<file path="config.mk">
export PLATFORM = sky130hd
export DESIGN_NAME = power_on_reset_sequencer
export DESIGN_NICKNAME = d
export VERILOG_FILES = /design/src/rtl/power_on_reset_sequencer.sv
export SDC_FILE = /design/constraint.sdc
export NUM_CORES = 1
export LEC_CHECK = 0
export CORE_MARGIN = 2
export CORE_UTILIZATION = 25
export CTS_BUF_LIST = sky130_fd_sc_hd__clkbuf_2 sky130_fd_sc_hd__clkbuf_4 sky130_fd_sc_hd__clkbuf_8
export DETAILED_ROUTE_END_ITERATION = 12
export DONT_BUFFER_PORTS = 1
export GPL_TIMING_DRIVEN = 1
export SETUP_SLACK_MARGIN = 0.1
export SYNTH_ARGS = -nofsm -noshare
export SYNTH_HDL_FRONTEND = slang
export SYNTH_SLANG_ARGS = --single-unit
</file>
<file path="constraint.sdc">
create_clock -name clk -period 1.39 [get_ports clk]
set_input_delay 0.278 -clock clk [delete_from_list [all_inputs] [get_ports clk]]
set_output_delay 0.278 -clock clk [all_outputs]
set_load 0.02 [all_outputs]
</file>
<file path="src/rtl/power_on_reset_sequencer.sv">
// Power-on reset sequencer: synchronizes rst_n release, holds the system in reset,
// then waits for the control unit, retrying a bounded number of times before faulting.
module power_on_reset_sequencer #(
  parameter int SYNC_STAGES     = 2,
  parameter int HOLD_CYCLES     = 16,
  parameter int RELEASE_TIMEOUT = 64,
  parameter int MAX_RETRIES     = 3
) (
  input  logic       clk,
  input  logic       rst_n,
  input  logic       cu_ready,
  input  logic       por_restart,
  output logic       por_reset,
  output logic       por_sel,
  output logic       por_done,
  output logic       por_fault,
  output logic [2:0] state_o
);

  localparam int CNT_MAX = (HOLD_CYCLES > RELEASE_TIMEOUT) ? HOLD_CYCLES : RELEASE_TIMEOUT;
  localparam int CW      = (CNT_MAX > 1) ? $clog2(CNT_MAX) : 1;
  localparam int RW      = $clog2(MAX_RETRIES + 1);

  typedef enum logic [2:0] {
    ST_ASSERT  = 3'd0,
    ST_HOLD    = 3'd1,
    ST_RELEASE = 3'd2,
    ST_DONE    = 3'd3,
    ST_FAULT   = 3'd4
  } state_t;

  state_t                 state, state_nxt;
  logic [CW-1:0]          cnt, cnt_nxt;
  logic [RW-1:0]          retry_cnt, retry_nxt;
  logic [RW-1:0]          retry_inc;
  logic [SYNC_STAGES-1:0] sync_pipe;
  logic                   sync_out;

  // Release of rst_n reaches the FSM only via this chain, so deassertion is always clean.
  always_ff @(posedge clk or negedge rst_n) begin
    if (!rst_n) sync_pipe <= '0;
    else        sync_pipe <= {sync_pipe[SYNC_STAGES-2:0], 1'b1};
  end

  assign sync_out  = sync_pipe[SYNC_STAGES-1];
  assign retry_inc = retry_cnt + RW'(1);

  always_ff @(posedge clk or negedge rst_n) begin
    if (!rst_n) begin
      state     <= ST_ASSERT;
      cnt       <= '0;
      retry_cnt <= '0;
    end else begin
      state     <= state_nxt;
      cnt       <= cnt_nxt;
      retry_cnt <= retry_nxt;
    end
  end

  // One counter serves as hold_cnt in HOLD and tmo_cnt in RELEASE; it is zeroed on every entry.
  always_comb begin
    state_nxt = state;
    cnt_nxt   = cnt;
    retry_nxt = retry_cnt;
    case (state)
      ST_ASSERT: begin
        cnt_nxt = '0;
        if (sync_out) state_nxt = ST_HOLD;
      end
      ST_HOLD: begin
        if (cnt == CW'(HOLD_CYCLES - 1)) begin
          state_nxt = ST_RELEASE;
          cnt_nxt   = '0;
        end else begin
          cnt_nxt = cnt + CW'(1);
        end
      end
      ST_RELEASE: begin
        if (cu_ready) begin
          state_nxt = ST_DONE;
          cnt_nxt   = '0;
          retry_nxt = '0;
        end else if (cnt == CW'(RELEASE_TIMEOUT - 1)) begin
          retry_nxt = retry_inc;
          cnt_nxt   = '0;
          state_nxt = (retry_inc == RW'(MAX_RETRIES)) ? ST_FAULT : ST_HOLD;
        end else begin
          cnt_nxt = cnt + CW'(1);
        end
      end
      ST_DONE: begin
        if (por_restart) begin
          state_nxt = ST_HOLD;
          cnt_nxt   = '0;
          retry_nxt = '0;
        end
      end
      ST_FAULT: state_nxt = ST_FAULT;
      default: begin
        state_nxt = ST_ASSERT;
        cnt_nxt   = '0;
        retry_nxt = '0;
      end
    endcase
  end

  // Outputs decode the state register only; no input reaches them combinationally.
  always_comb begin
    por_reset = 1'b1;
    por_sel   = 1'b1;
    por_done  = 1'b0;
    por_fault = 1'b0;
    case (state)
      ST_RELEASE: por_reset = 1'b0;
      ST_DONE: begin
        por_reset = 1'b0;
        por_sel   = 1'b0;
        por_done  = 1'b1;
      end
      ST_FAULT: por_fault = 1'b1;
      default: ;
    endcase
  end

  assign state_o = state;

endmodule
</file>
==> impl_results.md, run 1 <==
- Outcome: finished, violations left
- Failing checks: setup timing
- Comb power frac: 65.2%
- Die X: 60.9 µm
- Clock share of power: 11.7%
- Gr ovfl total: 0
- DR pass1 iterations: 4
- Worst setup path startpoint: state_o[0]
- Synth area leaders: dfrtp_1 (40%), nand2_1 (5.6%), o21ai_1 (3.7%)
- Simple-gate share of the synthesized area: 23.2%
- Post-route minimum period: 1.60 ns
- Layout cell share with drive strength beyond 1: 47.0%
- Die H: 60.9 µm
- Commonest cells post-synth: dfrtp_1 (13), nand2_1 (12), inv_1 (6), o21ai_1 (6), a21oi_1 (4)
- Clock Latency Late Sink: 0.28 ns
- Mux share of post-synthesis cell area: 2.47%
- Synth Net Count: 94
- Synth Flop Type: dfrtp_1
- Cells on worst reg2reg path: 5
- Vias: 759
- Post-synth EDFFs: 0
- Initial core utilization: 26.3%
- Cell Pwr Density: 1830 nW/µm²
- Area leader, netlist: dfrtp_1
- Area share of the largest cell type after synthesis: 40.2%
- DR WL/cell: 12.7 µm
- Fmax: 624 MHz
- Largest net degree at the start of global routing: 14
- Measured slew at the worst slew-check pin: 0.580 ns
- Post-Synth Adder-Cell Area: 3.09%
- Routability cong.: 0.800
- Initial antenna violation count: 0
- Setup crit end: state_o[1]
- Count leader, synth: dfrtp_1
- Post-Syn Instances: 88
- Peak supply drop: 0.000463 V
- DRC: 0
- P_sw: 0.855 mW
- Sinks on Clock Net: 13
- Hold path cells: 2
- Final period utilization: 115%
- Clock transition at the registers of the reported paths: 0.08 ns
- Placed cell areas: 1010 µm²
- DP Worst Slack: -0.0911 ns
- Synthesized area per cell: 9.20 µm²
- Final setup vio count: 14
- Number of global-route vias before repair: 752
- H-tree depth: 1
- Slew margin rel.: 61.2%
- Layout Nets: 122
- Clk root buf: clkbuf_4
- Hold Path Class: in2reg
- Capturing point of the worst reg2reg path: state_o[1]
- Total track usage: 12.6%
- Antenna-violating nets left: 0
- Synthesis Warnings: 0
- Synth Area in Compound Gates: 24.0%
- Setup crit start kind: register
- Syn-to-layout area delta: 48.8%
- DP HPWL: 1450 µm
- CP Class: reg2reg
- Mapped Area: 810 µm²
- Post-Synth XOR/XNOR Area: 0%
- Sequential Power Share: 23.1%
- Max clock buf depth: 2
- Crit path required time: 1.57 ns
- Pwr Total: 2.20 mW
- RSZ-0062 raised after global routing: true
- Worst setup EP type: register
- Setup WS post-layout: -0.214 ns
- Skew final: 0.00915 ns
- Port bufs: 0
- Clock buffer count from CTS: 3
- Internal power: 1.35 mW
- Leak: 0.538 nW
- Yosys reg bits: 13
- Largest family of logic cells by synthesized area: compound AO/OA/AOI/OAI gates
- Worst-path maximum fanout: 5
- Switching portion of total power: 38.8%
- Setup TNS: -1.87 ns
- Non-filler instance count after layout: 159
- First-pass GRT wire length: 3460 µm
- Sequential-to-total area share from yosys stat: 40.2%
- Distinct cells, synth: 38
- Core ar.: 3080 µm²
- Row count: 20
- DRT iter0 DRCs: 22
- Vias/cell: 4.77
- Reg2reg start: state_o[0]
- Hold Fails Final Rpt: 0
- N_diodes: 0
- TritonCTS clock tree: yes
- Io pins: 11
- Cell area after layout: 1200 µm²
- Total of max-cap violations: 0
- Final Slew Violations: 0
- Die Area: 3710 µm²
- Drt total wl: 2020 µm
- # placed instances: 146
- Slack of the worst reg-to-reg path: -0.21 ns
- Post-synth ARST share: 100%
- Arrival time worst endpoint: 1.78 ns
==> per-layer routing <==
| metal | GRT usage, % | up-vias | wire length, µm |
|---|---|---|---|
| li1 | - | 365 | - |
| met1 | 15.9 | 372 | 937 |
| met2 | 20.1 | 17 | 970 |
| met3 | 3.84 | 5 | 76 |
| met4 | 5.28 | 0 | 32 |
| met5 | 0 | - | 0 |
==> how the worst min path moves through the flow <==
stage,startpoint,endpoint,slack [ns]
global route,cu_ready,state_o[2],0.22
global placement,rst_n,cnt[2],-0.02
finish,cu_ready,state_o[2],0.22
CTS,cu_ready,state_o[2],0.22
floorplan,rst_n,cnt[0],-0.02
detailed placement,rst_n,cnt[2],-0.02
==> area by class of cell <==
class	instances	area, µm²
clock buffer	4	30.0
fill	309	1870
inverter	6	27.5
multi-input combinational	65	499
sequential	13	329
tap	44	55.1
timing repair buffer	27	264
==> critical path, cell delays in order, from the launching register on <==
cell and delay (ns):
dfrtp_2 0.42, buf_6 0.11, or4b_4 0.52, a2bb2oi_2 0.15, o21ai_2 0.10, a21bo_1 0.18
==> through the flow <==
step,util [%],hold slack (ns)
3_5_place_dp,32.7,-0.0171
4_1_cts,36.8,0.224
2_1_floorplan,-,-0.0176
6_report,39.1,0.223
5_1_grt,39.1,0.221
3_3_place_gp,32.7,-0.0172
==> timing repair <==
action,in CTS,in global routing
setup buffers,5,3
hold buffers,1,0
endpoints found under the hold margin,13,0
resized for setup,15,7
setup endpoints to repair,15,16
pin swaps,5,4
==> placed cells by master, fill, tap and decap left out, types with 2 or more instances in the layout <==
master,count
buf_6,7
a21o_1,3
dfrtp_1,10
buf_4,16
or2_2,2
o21ai_1,5
nand3_1,2
buf_12,2
mux2i_1,2
a21oi_1,3
dfrtp_2,3
nand2b_1,2
o21ai_0,2
nor2_1,3
o21ai_2,3
nand2_1,11
clkbuf_4,4
inv_1,4
==> kinds of logic after synthesis <==
kind of cell	count (synthesis)
muxes	2
DFF	13
AOI/OAI and AO/OA	28
other	1
buffers and inverters	10
and+or+nand+nor	32
adders and majority gates	2
==> registers in the layout, indices dropped and copies added, names as in the netlist <==
signal and count:
sync_pipe 2, state_o 3, retry_cnt 2, cnt 6
==> power groups by stage <==
stage	registers [mW]	logic, mW	clock network, mW
floorplan	0.553	0.646	0
global placement	0.517	1.03	0
detailed placement	0.520	1.06	0
CTS	0.507	1.24	0.264
global route	0.518	1.55	0.286
finish	0.510	1.44	0.257
Power figures use the tool's default switching activity.
==> inputs of run 2 (changes only) <==
Settings changed: PLACE_DENSITY set to 0.37, SETUP_SLACK_MARGIN 0.1 to 0.2.
Clock period 1.39 ns to 1.3 ns, I/O delays scaled along.
==> impl_results.md, run 2 (same netlist as run 1, synthesis figures left out) <==
- Post-route minimum period: 1.55 ns
- DRC: 0
- Setup crit start kind: register
- Max clock buf depth: 2
- Crit path required time: 1.04 ns
- Number of global-route vias before repair: 750
- Layout Nets: 128
- First-pass GRT wire length: 3570 µm
- DR pass1 iterations: 2
- Initial core utilization: 26.3%
- CP Class: reg2out
- TritonCTS clock tree: yes
- # placed instances: 150
- DRT iter0 DRCs: 25
- Final setup vio count: 15
- Most frequent cells in the layout: buf_6 (16), buf_4 (16), nand2_1 (11)
- Die X: 60.9 µm
- Total track usage: 13.5%
- Slack of the worst reg-to-reg path: -0.24 ns
- Non-filler instance count after layout: 165
- Worst-path maximum fanout: 3
- Multi-input logic area: 520 µm²
- Cell Chain, Critical Path: buf_6, buf_6, nor3b_4, buf_6
- Final period utilization: 120%
- DP HPWL: 1540 µm
- Reg2reg start: state_o[2]
- Vias/cell: 4.54
- Peak supply drop: 0.000434 V
- Drt total wl: 2120 µm
- Row count: 20
- Largest register by flop count: cnt
- Slowest cell on the critical path: dfrtp_2
- Placed cell areas: 1020 µm²
- Cell Pwr Density: 1810 nW/µm²
- Max incr delay on CP: 0.43 ns
- Core ar.: 3080 µm²
- Skew final: 0.00796 ns
- Failing checks: setup timing
- Cells on worst reg2reg path: 4
- Antenna-violating nets left: 0
- Vias: 749
- Fmax: 643 MHz
- Hold Fails Final Rpt: 0
- Arrival time worst endpoint: 1.29 ns
- Initial antenna violation count: 0
- RSZ-0062 raised after global routing: true
- Io pins: 11
- Clock buffer count from CTS: 3
- Pwr Total: 2.30 mW
- N_diodes: 0
- Measured slew at the worst slew-check pin: 0.638 ns
- Capturing point of the worst reg2reg path: state_o[1]
- Clk root buf: clkbuf_4
- Setup WS post-layout: -0.255 ns
- Cell mode on critical path: buf_6
- Worst setup path startpoint: state_o[1]
- Clock transition at the registers of the reported paths: 0.08 ns
- H-tree depth: 1
- Layout cell share with drive strength beyond 1: 52.1%
- DP Worst Slack: -0.213 ns
- Layout fillers: 321
- Max reg flops: 6
- Die H: 60.9 µm
- Cell area after layout: 1270 µm²
- Leak: 0.572 nW
- Routability cong.: 0.711
- Final Slew Violations: 0
- Slew margin rel.: 57.3%
- Sinks on Clock Net: 13
- Die Area: 3710 µm²
- Outcome: finished, violations left
- Clock Latency Late Sink: 0.28 ns
- Sequential cell area: 329 µm²
- Worst setup EP type: output pin
- Hold Path Class: in2reg
- Gr ovfl total: 0
- Port bufs: 0
- Largest net degree at the start of global routing: 14
- Setup crit end: por_fault
- DR WL/cell: 12.9 µm
- Total of max-cap violations: 0
- Syn-to-layout area delta: 56.9%
## run 2: layer usage
layer	wire length [µm]	GRT usage, %	vias up
met4	32	6.52	0
met5	0	0	-
met1	1070	18.2	354
met3	67	3.41	4
li1	-	-	380
met2	950	20.1	11
## run 2: how the worst min path moves through the flow
| stage | startpoint | endpoint | slack, ns | depth (start not counted) |
|---|---|---|---|---|
| after floorplan | rst_n | cnt[0] | -0.04 | 0 |
| after global placement | rst_n | cnt[1] | -0.04 | 0 |
| after detailed placement | rst_n | cnt[1] | -0.04 | 0 |
| after CTS | cu_ready | state_o[2] | 0.20 | 2 |
| after global routing | cu_ready | state_o[2] | 0.20 | 2 |
| final | cu_ready | state_o[2] | 0.20 | 2 |
## run 2: where the power goes
part	switching (mW)	internal, mW	leakage [nW]
registers	0.0633	0.488	0.166
logic	0.693	0.770	0.387
clock network	0.144	0.140	0.0184
## run 2: critical path: cells and delay by family (launching register included)
| family | cells | cell delay (ns) |
|---|---|---|
| buf+inv | 3 | 0.38 |
| simple gates | 1 | 0.20 |
| flops | 1 | 0.43 |
## run 2: timing repair
| action | in CTS | in global routing |
|---|---|---|
| setup endpoints to repair | 18 | 18 |
| gates resized for setup | 28 | 4 |
| hold buffers | 1 | 0 |
| setup buffers | 7 | 3 |
| hold endpoints to repair | 13 | 0 |
| pin swaps | 11 | 5 |
## run 2: area by class of cell
| type | count | area share [%] |
|---|---|---|
| Clock buffer | 4 | 2.36 |
| Inverter | 6 | 1.97 |
| Multi-Input combinational cell | 65 | 41.0 |
| Sequential cell | 13 | 25.9 |
| Tap cell | 44 | 4.33 |
| Timing Repair Buffer | 33 | 24.4 |
## run 2: metrics by stage
stage	hold slack [ns]	setup TNS [ns]	utilization [%]
after floorplan	-0.0356	-1.26	-
after global placement	-0.0352	-1.41	33.3
after detailed placement	-0.0351	-1.56	33.3
after CTS	0.202	-2.43	39.8
after global routing	0.203	-3.34	41.3
final	0.203	-2.33	41.3
==> inputs of run 3 (changes only) <==
Settings changed: CORE_UTILIZATION 25 to 45, PLACE_DENSITY 0.37 to 0.59.
==> impl_results.md, run 3 (same netlist as run 1, synthesis figures left out) <==
- Hold path cells: 2
- Layout Nets: 120
- Failing checks: setup timing
- DRC: 0
- Capturing point of the worst reg2reg path: state_o[1]
- Crit path required time: 1.47 ns
- Number of global-route vias before repair: 619
- DP HPWL: 1310 µm
- DR pass1 iterations: 4
- Hold Path Class: in2reg
- Row count: 15
- Worst Hold End: state_o[2]
- Layout cell share with drive strength beyond 1: 45.1%
- Reg2reg start: state_o[1]
- Worst Hold Launch: cu_ready
- Worst-path maximum fanout: 5
- RSZ-0062 raised after global routing: true
- Most frequent cells in the layout: buf_4 (14), nand2_1 (11), dfrtp_1 (10), buf_6 (10), o21ai_1 (5)
- Initial core utilization: 47.4%
- Final setup vio count: 15
- Hold Fails Final Rpt: 0
- Clock Latency Late Sink: 0.27 ns
- Die H: 46.4 µm
- Cell area after layout: 1150 µm²
- Vias: 743
- Core ar.: 1710 µm²
- Clk root buf: clkbuf_4
- Max clock buf depth: 2
- TritonCTS clock tree: yes
- Largest net degree at the start of global routing: 14
- Max incr delay on CP: 0.44 ns
- Worst setup EP type: register
- Final core occ: 67.3%
- Setup WS post-layout: -0.274 ns
- Initial antenna violation count: 0
- N_diodes: 0
- Post-route minimum period: 1.57 ns
- Total of max-cap violations: 0
- Cells on worst reg2reg path: 5
- Clock transition at the registers of the reported paths: 0.08 ns
- Gr ovfl total: 0
- Fmax: 635 MHz
- Die Area: 2150 µm²
- Final Slew Violations: 0
- Die X: 46.4 µm
- Peak supply drop: 0.00111 V
- Port bufs: 0
- Sinks on Clock Net: 13
- Io pins: 11
- Placed cell areas: 985 µm²
- Setup TNS: -2.61 ns
- Skew final: 0.00183 ns
- Cell Chain, Critical Path: buf_4, nor3b_1, a2bb2oi_4, o21ai_4, a21bo_1
- Outcome: finished, violations left
- Clock buffer count from CTS: 3
- Setup crit start kind: register
- CP Class: reg2reg
- Measured slew at the worst slew-check pin: 0.597 ns
- First-pass GRT wire length: 2730 µm
- Vias/cell: 5.38
- Final period utilization: 121%
- Largest register by flop count: cnt
- Arrival time worst endpoint: 1.74 ns
- H-tree depth: 1
- Syn-to-layout area delta: 42.0%
- Antenna-violating nets left: 0
- Max reg flops: 6
- DR WL/cell: 12.9 µm
- Commonest non-fill, non-tap cell in the layout: buf_4
- Slowest cell on the critical path: nor3b_1
- Leak: 0.520 nW
- Total track usage: 18.4%
- Drt total wl: 1790 µm
- Slack of the worst reg-to-reg path: -0.27 ns
- DRT iter0 DRCs: 13
- Cell Pwr Density: 1830 nW/µm²
- Slew margin rel.: 60.1%
- Routability cong.: 0.835
==> run 3: cell count changes in the layout (fill, tap and decap cells not counted), sizes merged <==
cell,before,now
clkinv,0,1
buf,32,24
clkbuf,4,3
==> run 3: how the worst max path moves through the flow <==
stage               depth (start not counted)  slack [ns]          to       start
finish                                      5       -0.27  state_o[1]  state_o[1]
global route                                4       -0.34      cnt[5]  state_o[1]
CTS                                         5       -0.22     por_sel  state_o[1]
detailed placement                          4       -0.20  state_o[1]  state_o[2]
global placement                            4       -0.17  state_o[1]  state_o[2]
floorplan                                   4       -0.20  state_o[1]  state_o[2]
==> run 3: cell type report <==
| class | instances | area, µm² |
|---|---|---|
| Tap cell | 25 | 31.3 |
| Fill cell | 130 | 558 |
| Multi-Input combinational cell | 65 | 512 |
| Clock buffer | 3 | 22.5 |
| Timing Repair Buffer | 25 | 228 |
| Inverter | 6 | 22.5 |
| Sequential cell | 13 | 329 |
| Clock inverter | 1 | 5.00 |
==> run 3: report_power, final <==
part / leakage, nW / total [mW] / internal (mW) / switching (mW)
Combinational: 0.336 / 1.32 / 0.678 / 0.643
Clock: 0.0177 / 0.243 / 0.114 / 0.129
Sequential: 0.166 / 0.542 / 0.488 / 0.0545
==> run 3: repair_timing <==
| item | CTS | global route |
|---|---|---|
| gates cloned | 0 | 0 |
| setup buffers | 4 | 0 |
| pin swaps | 4 | 2 |
| resized for setup | 17 | 5 |
| setup endpoints to repair | 18 | 18 |
| hold buffers | 1 | 0 |
| endpoints found under the hold margin | 13 | 0 |
==> run 3: critical path, delay by kind of cell, from the launching register on <==
family	cells	cell delay, ns
AND/OR/NAND/NOR	1	0.44
flip-flops	1	0.41
buffers and inverters	1	0.15
AO/OA/AOI/OAI	3	0.47
==> run 3: per-layer routing <==
metal | vias to the layer above | share of wire (%) | track usage (%)
li1 | 371 | - | -
met3 | 4 | 5.0 | 6.67
met5 | - | 0 | 0
met4 | 0 | 1.2 | 3.43
met1 | 346 | 46 | 24.9
met2 | 22 | 48 | 28.3
==> run 3: per-stage QoR <==
| step | setup WS (ns) | hold slack (ns) | power (mW) | instances |
|---|---|---|---|---|
| after CTS | -0.223 | 0.206 | 2.05 | 138 |
| after global routing | -0.340 | 0.205 | 2.26 | 138 |
| final | -0.274 | 0.213 | 2.11 | 138 |
| after global placement | -0.171 | -0.0353 | 1.62 | 129 |
| after detailed placement | -0.198 | -0.0353 | 1.64 | 129 |
| after floorplan | -0.201 | -0.0356 | 1.28 | 88 |
